File: src/rtl/key_arbiter.sv
// key_arbiter: round-robin arbiter sharing one keymem port among NUM_CH requesters with timeout.
module key_arbiter #(
  parameter int NUM_CH    = 4,
  parameter int ID_WIDTH  = 32,
  parameter int KEY_WIDTH = 256,
  parameter int TIMEOUT   = 1024
) (
  input  logic                       clk156,
  input  logic                       reset,
  input  logic [NUM_CH-1:0]          ch_key_req,
  input  logic [NUM_CH*ID_WIDTH-1:0] ch_key_id,
  output logic [NUM_CH-1:0]          ch_key_ack,
  output logic [NUM_CH-1:0]          ch_key_err,
  output logic [KEY_WIDTH-1:0]       ch_key,
  output logic                       km_key_req,
  output logic [ID_WIDTH-1:0]        km_key_id,
  input  logic                       km_key_ack,
  input  logic [KEY_WIDTH-1:0]       km_key,
  output logic                       busy,
  output logic [31:0]                timeout_count
);
  localparam int GW = $clog2(NUM_CH);
  localparam int TW = $clog2(TIMEOUT);
  typedef enum logic [1:0] {IDLE, BUSY, DONE} state_t;
  state_t state, state_n;
  logic [GW-1:0] last_grant, grant, pick, idx;
  logic [ID_WIDTH-1:0] id_q;
  logic [TW-1:0] timer;
  logic err_q, found, expire;
  always_comb begin
    pick = last_grant;
    idx = '0;
    found = 1'b0;
    for (int i = 1; i <= NUM_CH; i++) begin
      idx = GW'((int'(last_grant) + i) % NUM_CH);
      if (!found && ch_key_req[idx]) begin
        pick = idx;
        found = 1'b1;
      end
    end
  end
  // ack in the last timer cycle wins over the timeout
  assign expire = state == BUSY && !km_key_ack && timer == TW'(TIMEOUT - 1);
  always_comb begin
    state_n = state;
    state_n = (state == IDLE) ? (found ? BUSY : IDLE) :
              (state == BUSY) ? (km_key_ack ? DONE : expire ? IDLE : BUSY) : IDLE;
  end
  always_ff @(posedge clk156) begin
    if (reset) state <= IDLE;
    else state <= state_n;
  end
  always_ff @(posedge clk156) begin
    if (reset) begin
      last_grant    <= GW'(NUM_CH - 1);
      grant         <= '0;
      id_q          <= '0;
      timer         <= '0;
      err_q         <= 1'b0;
      timeout_count <= '0;
      ch_key        <= '0;
    end else begin
      err_q <= expire;
      timer <= (state == BUSY) ? timer + 1'b1 : '0;
      if (state == IDLE && found) begin
        grant <= pick;
        id_q  <= ch_key_id[pick*ID_WIDTH +: ID_WIDTH];
      end
      if (state == BUSY && km_key_ack) ch_key <= km_key;
      if (state == BUSY && (km_key_ack || expire)) last_grant <= grant;
      if (expire && ~&timeout_count) timeout_count <= timeout_count + 1'b1;
    end
  end
  assign ch_key_ack = (state == DONE) ? NUM_CH'(1) << grant : '0;
  assign ch_key_err = err_q ? NUM_CH'(1) << grant : '0;
  assign km_key_req = state == BUSY;
  assign km_key_id  = id_q;
  assign busy       = state != IDLE;
endmodule
File: config.mk
export PLATFORM = sky130hd
export DESIGN_NAME = key_arbiter
export DESIGN_NICKNAME = d
export VERILOG_FILES = /design/src/rtl/key_arbiter.sv
export SDC_FILE = /design/constraint.sdc
export NUM_CORES = 1
export LEC_CHECK = 0
export ABC_AREA = 0
export BUFFER_PORTS_ARGS = -buffer_cell sky130_fd_sc_hd__buf_2
export CORE_AREA = 2 2 278 280
export CTS_CLUSTER_DIAMETER = 40
export CTS_CLUSTER_SIZE = 24
export DETAILED_ROUTE_END_ITERATION = 8
export DIE_AREA = 0 0 280 282
export PLACE_DENSITY = 0.42
export SETUP_SLACK_MARGIN = 0.4
export SYNTH_ARGS = -nofsm -noshare
export SYNTH_HDL_FRONTEND = slang
export SYNTH_SLANG_ARGS = --single-unit
export TNS_END_PERCENT = 100
File: constraint.sdc
create_clock -name clk156 -period 4.3 [get_ports clk156]
set_input_delay 0 -clock clk156 [delete_from_list [all_inputs] [get_ports clk156]]
set_output_delay 0 -clock clk156 [all_outputs]
set_load 0.05 [all_outputs]
-- Word-level counts from Yosys, hierarchy flattened
Index checks and enable logic that the tools add are counted.
- add/subtract/negate cells: 6
- order comparisons: 4
- equal/unequal tests: 3
- shift-type cells: 2
- multiplexer cells: 23
- bitwise logic cells: 1
- reductions and logical operators: 19
- operators with widths (operator ; number):
    $shiftx 128x8->32 ; 1
    $add 32x1->32 const B ; 1
    $reduce_and 32->1 ; 1
    $mux 2 ; 7
    $lt 2x3->1 const B ; 4
    $add 10x1->10 const B ; 1
    $eq 10x10->1 const B ; 1
    $mux 1 ; 10
    $logic_and 1x1->1 ; 9
    $bmux 1 s2 ; 4
    $mux 4 ; 2
    $logic_not 1->1 ; 5
    $add 2x1->2 const B ; 2
    $add 2x2->2 const B ; 2
    $shl 1x2->4 const A ; 1
    $eq 2x1->1 const B ; 1
    $eq 2x2->1 const B ; 1
    $logic_not 2->1 ; 1
    $reduce_bool 2->1 ; 1
    $reduce_or 2->1 ; 1
    $logic_or 1x1->1 ; 1
    $not 1->1 ; 1
- register bits: 337
- input bits: 391
- output and inout port bits: 330
- logic and storage cells: 66

-- Logic depth before layout (Yosys ltp)
Gate-level depths: netlist of the first run.
- word-level depth: 15
- depth in mapped cells: 8
- depth with buffers taken out: 6

-- Least setup slack after synthesis of the first run
No wires, ideal clock.
- path kind: register to register
- start point: register timeout_count[0]
- end point: register timeout_count[1]
- library setup time: 128 ps
- arrival time: 2437 ps
- required time: 4172 ps
- path slack: 1736 ps
- cell stages (with the launch flop): 9
- path buffers: 2
- period minus slack after synthesis: 2564 ps
- cell sequence: dfxtp_1 -> ha_1 -> nand3_2 -> or4_1 -> o31ai_2 -> buf_4 -> buf_4 -> mux2i_1 -> nor2_1
- word-level cells in the longest chain between the ends: 3
- elaborated cells between the ends (all ways): 4
- classes of those cells: add/sub: 1; reduce/logical: 3
- RTL lines (element ; line ; source):
    start: declaration ; 20 ; output logic [31:0] timeout_count
    start signal: assignment ; 71 ; if (expire && ~&timeout_count) timeout_count <= timeout_count + 1'b1;
    parallel branches: the longest is 3 deep, another holds $add 32x1->32 ; -- ;
Several ways; the timed one is not identified.
A chain may end at the register's enable or synchronous reset.

-- Worst setup path after layout of the first run
- start point: register last_grant[0]
- end point: register id_q[9] (netlist: km_key_id[9])
- word-level cells in the longest chain between the ends: 14
- elaborated cells between the ends (all ways): 28
- classes of those cells: add/sub: 4; shift: 1; mux: 16; reduce/logical: 7
- RTL lines (element ; line ; source):
    start: declaration ; 26 ; logic [GW-1:0] last_grant, grant, pick, idx;
    start signal: assignment ; 55 ; last_grant <= GW'(NUM_CH - 1);
    start signal: assignment ; 70 ; if (state == BUSY && (km_key_ack || expire)) last_grant <= grant;
    $add 2x1->2 ; 35 ; idx = GW'((int'(last_grant) + i) % NUM_CH);
    $bmux 1 s2 ; 36 ; if (!found && ch_key_req[idx]) begin
    $mux 1 (not written as such) ; 36 ;
    $mux 1 ; 36 ;
    $logic_not 1->1 ; 36 ;
    $logic_and 1x1->1 ; 36 ;
    $mux 1 ; 36 ;
    $logic_not 1->1 ; 36 ;
    $logic_and 1x1->1 ; 36 ;
    $mux 1 ; 36 ;
    $logic_not 1->1 ; 36 ;
    $logic_and 1x1->1 ; 36 ;
    $mux 2 or $mux 1 (tied branches) ; 36 ;
    $shiftx 128x8->32 or $logic_and 1x1->1 (tied branches) ; 67, 65 ;
    end signal: assignment ; 67 ; id_q <= ch_key_id[pick*ID_WIDTH +: ID_WIDTH];
    end: declaration ; 27 ; logic [ID_WIDTH-1:0] id_q;
Parallel ways exist; a longest one is shown, timed or not. The select of a mux whose other input is x is not followed.

==> out/qor.yml, run 1 <==
outcome: "finished clean"
r2r_slack_ns: 0.90
track_usage_pct: 14.04
yosys_warnings: 0
synthesis.nets: 2053
setup.worst_path.start: "last_grant[0]"
path_clk_slew_ns: 0.05
syn_inst: 1660
synth_ff_type: "dfxtp_1"
path_class: "reg -> reg"
hold_viol_final: 0
io_pins: 721
ys_seq_area_share_pct: 50.97
cap_violations: 0
fin_skew_ns: 0.01698
synth.top_cell.area_share_pct: 50.97
ys_async_sr_fraction_pct: 0
mostFrequentLayoutCell: "buf_2"
max_clock_freq_mhz: 294.2
timing.rr.start: "last_grant[0]"
wl_per_cell_um: 15.71
grt-ovfl-total: 0
postLayoutCoreUtil_pct: 32.17
drt_iter0_drc: 601
drt-total-wl_mm: 59.20
drv_slew: 0
die_x_um: 280
end_kind: "flip-flop"
p_sw_share_pct: 28.07
htree_levels: 3
p_clk_share_pct: 52.9
power.net_switching_w: 0.003206
die_h_um: 282
tritoncts: "built"
synth.area.top_cells: "dfxtp_1 51%, nand2_1 15%, a21oi_1 11%, a211oi_1 3.6%, clkbuf_1 3.6%"
clk_latency_ns: 0.58
cts_root_buf: "clkbuf_16"
setup-tns-final_ns: 0
syn-cell-area_mm2: 0.01324
core_mm2: 0.07570
syn2layout_area_growth_pct: 83.95
p_leak_nw: 10.86
grt_pass1_wl_mm: 87.90
r2r_end: "km_key_id[9]"
routed_via_density: 4.257
multi_input_comb_area_mm2: 0.005982
layout-drive-gt1-share_pct: 31.58
avgSynthCellArea_um2: 7.974
worstRegToRegCells: 8
dieArea_mm2: 0.07896
drcViolationCount: 0
grt_pass1_vias: 16260
grt_max_degree: 137
place_congestion: 0.8196
vdd_drop_max_mv: 0.4614
slew-limit-headroom_pct: 28.47
power_frac_seq_pct: 29.8
fin_crit_ns: 3.399
crit_path_max_fanout: 66
tightest_slew_ns: 1.073
start_util_pct: 17.49
nFillCells: 7990
firstDrtPassIters: 5
power_frac_comb_pct: 17.3
rsz0062_at_grt: "no"
final_cell_mix: "719 x buf_2, 526 x nand2_1, 384 x dlygate4sd3_1, 337 x dfxtp_1, 285 x a21oi_1"
detail-route-antenna-nets: 0
cp_data_required_time_ns: 4.77
post_cts_buffers: 0
clock_sinks: 337
hp-class: "in -> reg"
nNetsFinal: 3121
setup_viol: 0
row_count: 101
dp_hpwl_mm: 41.73
via_count: 16050
pwr_density_cell_mw_per_mm2: 469.1
synth_edf_count: 0
ff_latch_area_mm2: 0.006746
synthDistinctLibCells: 49
port_buffers: 720
yosysTopAreaCell: "dfxtp_1"
ys_ff_latch: 337
clock_path_buffers: 3
worstSetupEndpoint: "km_key_id[9]"
antenna_found_initial: 5
intPower_w: 0.008215
cts_buffers: 74
critPathLaunchType: "flip-flop"
min_period_over_period_pct: 79.05
arrival_ns: 3.86
synthesized netlist by cell type, drive strengths merged, types with 2 or more instances:
cell      n
or3      14
nand3b   32
clkbuf  127
o21ai    16
o211ai    2
mux2i     2
nand2   528
or4      10
a211oi   64
o31ai    42
nor4b     4
buf       7
nor3      5
nor4      5
inv       8
xor2      4
nor2     31
dfxtp   337
and4      4
a21oi   285
nand2b    5
nand4    11
mux2      4
ha        2
a21o      2
a211o     2
or2       3
nand3    14
nor2b     6
xnor2     6
and3     68
worst max-delay path, stage by stage, from the launching register on:
cell and delay, ns:
dfxtp_1 0.35, nand2b_1 0.18, o211ai_1 0.09, buf_4 0.51
nand2_4 0.50, a211oi_1 0.37, dlygate4sd3_1 0.59, o31ai_1 0.06
dlygate4sd3_1 0.59
power groups by stage:
stage / registers, W / clock network (W) / logic, W
floorplan: 0.00401 / 0 / 0.000496
global placement: 0.00345 / 0 / 0.00162
detailed placement: 0.00345 / 0 / 0.00163
CTS: 0.00340 / 0.00620 / 0.00199
global route: 0.00342 / 0.00635 / 0.00211
finish: 0.00340 / 0.00605 / 0.00198
state kept, by name, summed over array words and instances, names as in the netlist:
register	cells
km_key_id	32
timer	10
err_q	1
last_grant	2
timeout_count	32
state	2
grant	2
ch_key	256
metal layers:
metal  share of wire [%]  GRT usage (%)
met5               0.041              0
met4                 4.4          7.377
met3                 7.4          4.350
met2                  51          25.27
met1                  38          14.64
worst min-delay path by stage:
| stage | slack, ns | start | cells past startpoint | end |
|---|---|---|---|---|
| 3_3_place_gp | 0.24 | km_key[211] | 3 | ch_key[211] |
| 4_1_cts | 0.13 | km_key[163] | 4 | ch_key[163] |
| 5_1_grt | 0.19 | km_key[166] | 4 | ch_key[166] |
| 3_5_place_dp | 0.24 | km_key[163] | 3 | ch_key[163] |
| 2_1_floorplan | 0.14 | km_key[0] | 2 | ch_key[0] |
| 6_report | 0.20 | km_key[131] | 4 | ch_key[131] |
kinds of logic (layout without fill, tap and decap cells):
group | count (synthesis) | in the layout | share of synthesized area [%]
AND/OR/NAND/NOR | 745 | 745 | 25.39
AO/OA/AOI/OAI | 418 | 418 | 18.13
flip-flops | 337 | 337 | 50.97
buffers and inverters | 142 | 1269 | 4.169
XOR/XNOR | 10 | 10 | 0.6617
multiplexers | 6 | 6 | 0.4915
adder cells (fa/ha/maj) | 2 | 2 | 0.1890
other | 0 | 4 | 0
area by class of cell:
cell class | count | area share [%]
Timing Repair Buffer | 1126 | 31.61
Sequential cell | 337 | 27.71
Multi-Input combinational cell | 1181 | 24.57
Clock buffer | 97 | 8.499
Tap cell | 978 | 5.026
Clock inverter | 38 | 2.420
Inverter | 8 | 0.1233
Antenna cell | 4 | 0.04111
through the flow:
step                      instance area [um2]  hold WS, ns  setup slack [ns]  instances  power, W
after floorplan                         13240       0.1360             1.736       1660  0.004503
after detailed placement                17830       0.2445             1.408       3246  0.005081
final                                   24350       0.1965            0.9007       3769   0.01142
after global routing                    24350       0.1861            0.6820       3768   0.01188
after CTS                               24330       0.1325            0.5421       3765   0.01159
after global placement                  17830       0.2395             1.540       3246  0.005067
timing repair:
item | 4_1_cts | 5_1_grt
hold buffers | 384 | 0
endpoints found under the setup margin | 0 | 21
hold endpoints to repair | 314 | 0
gates resized for setup | 0 | 1
Power figures use the tool's default switching activity.
==> run 2, diff against run 1 <==
--- a/config.mk
+++ b/config.mk
@@ -7,11 +7,11 @@
 export LEC_CHECK = 0
 export ABC_AREA = 0
 export BUFFER_PORTS_ARGS = -buffer_cell sky130_fd_sc_hd__buf_2
-export CORE_AREA = 2 2 278 280
+export CORE_AREA = 2 2 279 281
 export CTS_CLUSTER_DIAMETER = 40
 export CTS_CLUSTER_SIZE = 24
 export DETAILED_ROUTE_END_ITERATION = 8
-export DIE_AREA = 0 0 280 282
+export DIE_AREA = 0 0 281 283
 export PLACE_DENSITY = 0.42
 export SETUP_SLACK_MARGIN = 0.4
 export SYNTH_ARGS = -nofsm -noshare
==> constraint.sdc (replaced) <==
create_clock -name clk156 -period 3.47 [get_ports clk156]
set_input_delay 0 -clock clk156 [delete_from_list [all_inputs] [get_ports clk156]]
set_output_delay 0 -clock clk156 [all_outputs]
set_load 0.05 [all_outputs]
==> out/qor.yml, run 2 (synthesis results as in run 1) <==
outcome: "finished clean"
antenna_found_initial: 4
htree_levels: 3
drv_slew: 0
rsz0062_at_grt: "no"
path_cells: "inv_1, o211ai_1, buf_6, and3_1, a211oi_1, dlygate4sd3_1, o31ai_1, dlygate4sd3_1"
vdd_drop_max_mv: 0.3380
routed_via_density: 4.206
fin_crit_ns: 2.959
arrival_ns: 3.50
setup-tns-final_ns: 0
core_mm2: 0.07670
firstDrtPassIters: 5
track_usage_pct: 14.90
max_clock_freq_mhz: 337.9
slew-limit-headroom_pct: 46.39
dp_hpwl_mm: 43.93
min_period_over_period_pct: 85.28
max_stage_delay_ns: 0.58
path_clk_slew_ns: 0.05
path_class: "reg -> reg"
port_buffers: 720
end_kind: "flip-flop"
grt_pass1_wl_mm: 93.27
setup_viol: 0
die_x_um: 281
nNetsFinal: 3157
dieArea_mm2: 0.07952
detail-route-antenna-nets: 0
io_pins: 721
cp_num_buf_inv: 4
critPathLaunchType: "flip-flop"
crit_top_cell: "dlygate4sd3_1"
grt_max_degree: 169
cts_buffers: 77
mostFrequentLayoutCell: "buf_2"
die_h_um: 283
p_leak_nw: 11.10
hp-class: "in -> reg"
nFillCells: 8106
syn2layout_area_growth_pct: 88.04
wl_per_cell_um: 16.20
cap_violations: 0
cts_root_buf: "clkbuf_16"
layout-drive-gt1-share_pct: 31.72
holdWs_ns: 0.1853
pwr_density_cell_mw_per_mm2: 580.9
slowest_stage: "dlygate4sd3_1"
crit_path_max_fanout: 65
multi_input_comb_area_mm2: 0.005982
drcViolationCount: 0
ff_latch_area_mm2: 0.006748
drt-total-wl_mm: 62.60
final_cell_mix: "719 x buf_2, 526 x nand2_1, 408 x dlygate4sd3_1, 336 x dfxtp_1, 285 x a21oi_1"
fin_skew_ns: 0.02545
row_count: 102
via_count: 16250
cp_data_required_time_ns: 4.01
top_register: "ch_key"
grt-ovfl-total: 0
clock_path_buffers: 3
start_util_pct: 17.26
clk_latency_ns: 0.60
clock_sinks: 337
tritoncts: "built"
place_congestion: 0.8625
drt_iter0_drc: 669
crit_family: "buffers and inverters"
largest_reg_flops: 256
grt_pass1_vias: 16540
tightest_slew_ns: 0.8041
hold_viol_final: 0
-- run 2: power by group --
group | total [W] | internal [W] | switching (W) | leakage, nW
Clock | 0.00772 | 0.00530 | 0.00242 | 1.36
Combinational | 0.00252 | 0.000957 | 0.00156 | 7.00
Sequential | 0.00422 | 0.00410 | 0.000121 | 2.74
Total | 0.0145 | 0.0104 | 0.00411 | 11.1
-- run 2: metrics by stage --
step	instance area [um2]	total power, W	worst slack [ns]	utilization [%]	cells
after floorplan	13240	0.005580	0.9058	-	1660
after global placement	17960	0.006320	1.006	23.41	3313
after detailed placement	17960	0.006337	0.9343	23.41	3313
after CTS	24830	0.01466	0.4158	32.37	3858
after global routing	24890	0.01506	0.4079	32.45	3863
final	24890	0.01446	0.5107	32.45	3864
-- run 2: layout make-up --
cell class | count | area share, %
Clock inverter | 33 | 2.267
Tap cell | 1040 | 5.228
Sequential cell | 337 | 27.11
Clock buffer | 104 | 8.913
Timing Repair Buffer | 1159 | 32.31
Inverter | 8 | 0.1206
Antenna cell | 2 | 0.02011
Multi-Input combinational cell | 1181 | 24.03
-- run 2: layer usage --
layer  vias to the layer above  track usage [%]  wire length (um)
met4                         4            6.912              2604
met1                      7587            15.51             23610
li1                       7911                -                 -
met5                         -                0                24
met2                       613            26.94             31410
met3                       138            4.774              4954
-- run 2: path summary, 6_finish.rpt --
path                   end           from  slack [ns]  depth (start not counted)
min             ch_key[75]     km_key[75]        0.19                          4
min reg2reg    ch_key[186]    ch_key[186]        0.45                          2
max reg2reg  km_key_id[18]  last_grant[1]        0.51                          8
max          km_key_id[18]  last_grant[1]        0.51                          8
-- run 2: what timing repair did --
action | in CTS | in global routing
endpoints found under the hold margin | 315 | 0
resized for setup | 0 | 5
buffers inserted | 0 | 4
endpoints found under the setup margin | 0 | 16
hold buffers | 408 | 0
-- run 2: worst reg2reg max path: cells and delay by family (launching register included) --
family                 cells  cell delay [ns]
DFF                        1             0.44
buffers and inverters      4             1.68
and+or+nand+nor            1             0.36
AOI/OAI and AO/OA          3             0.44
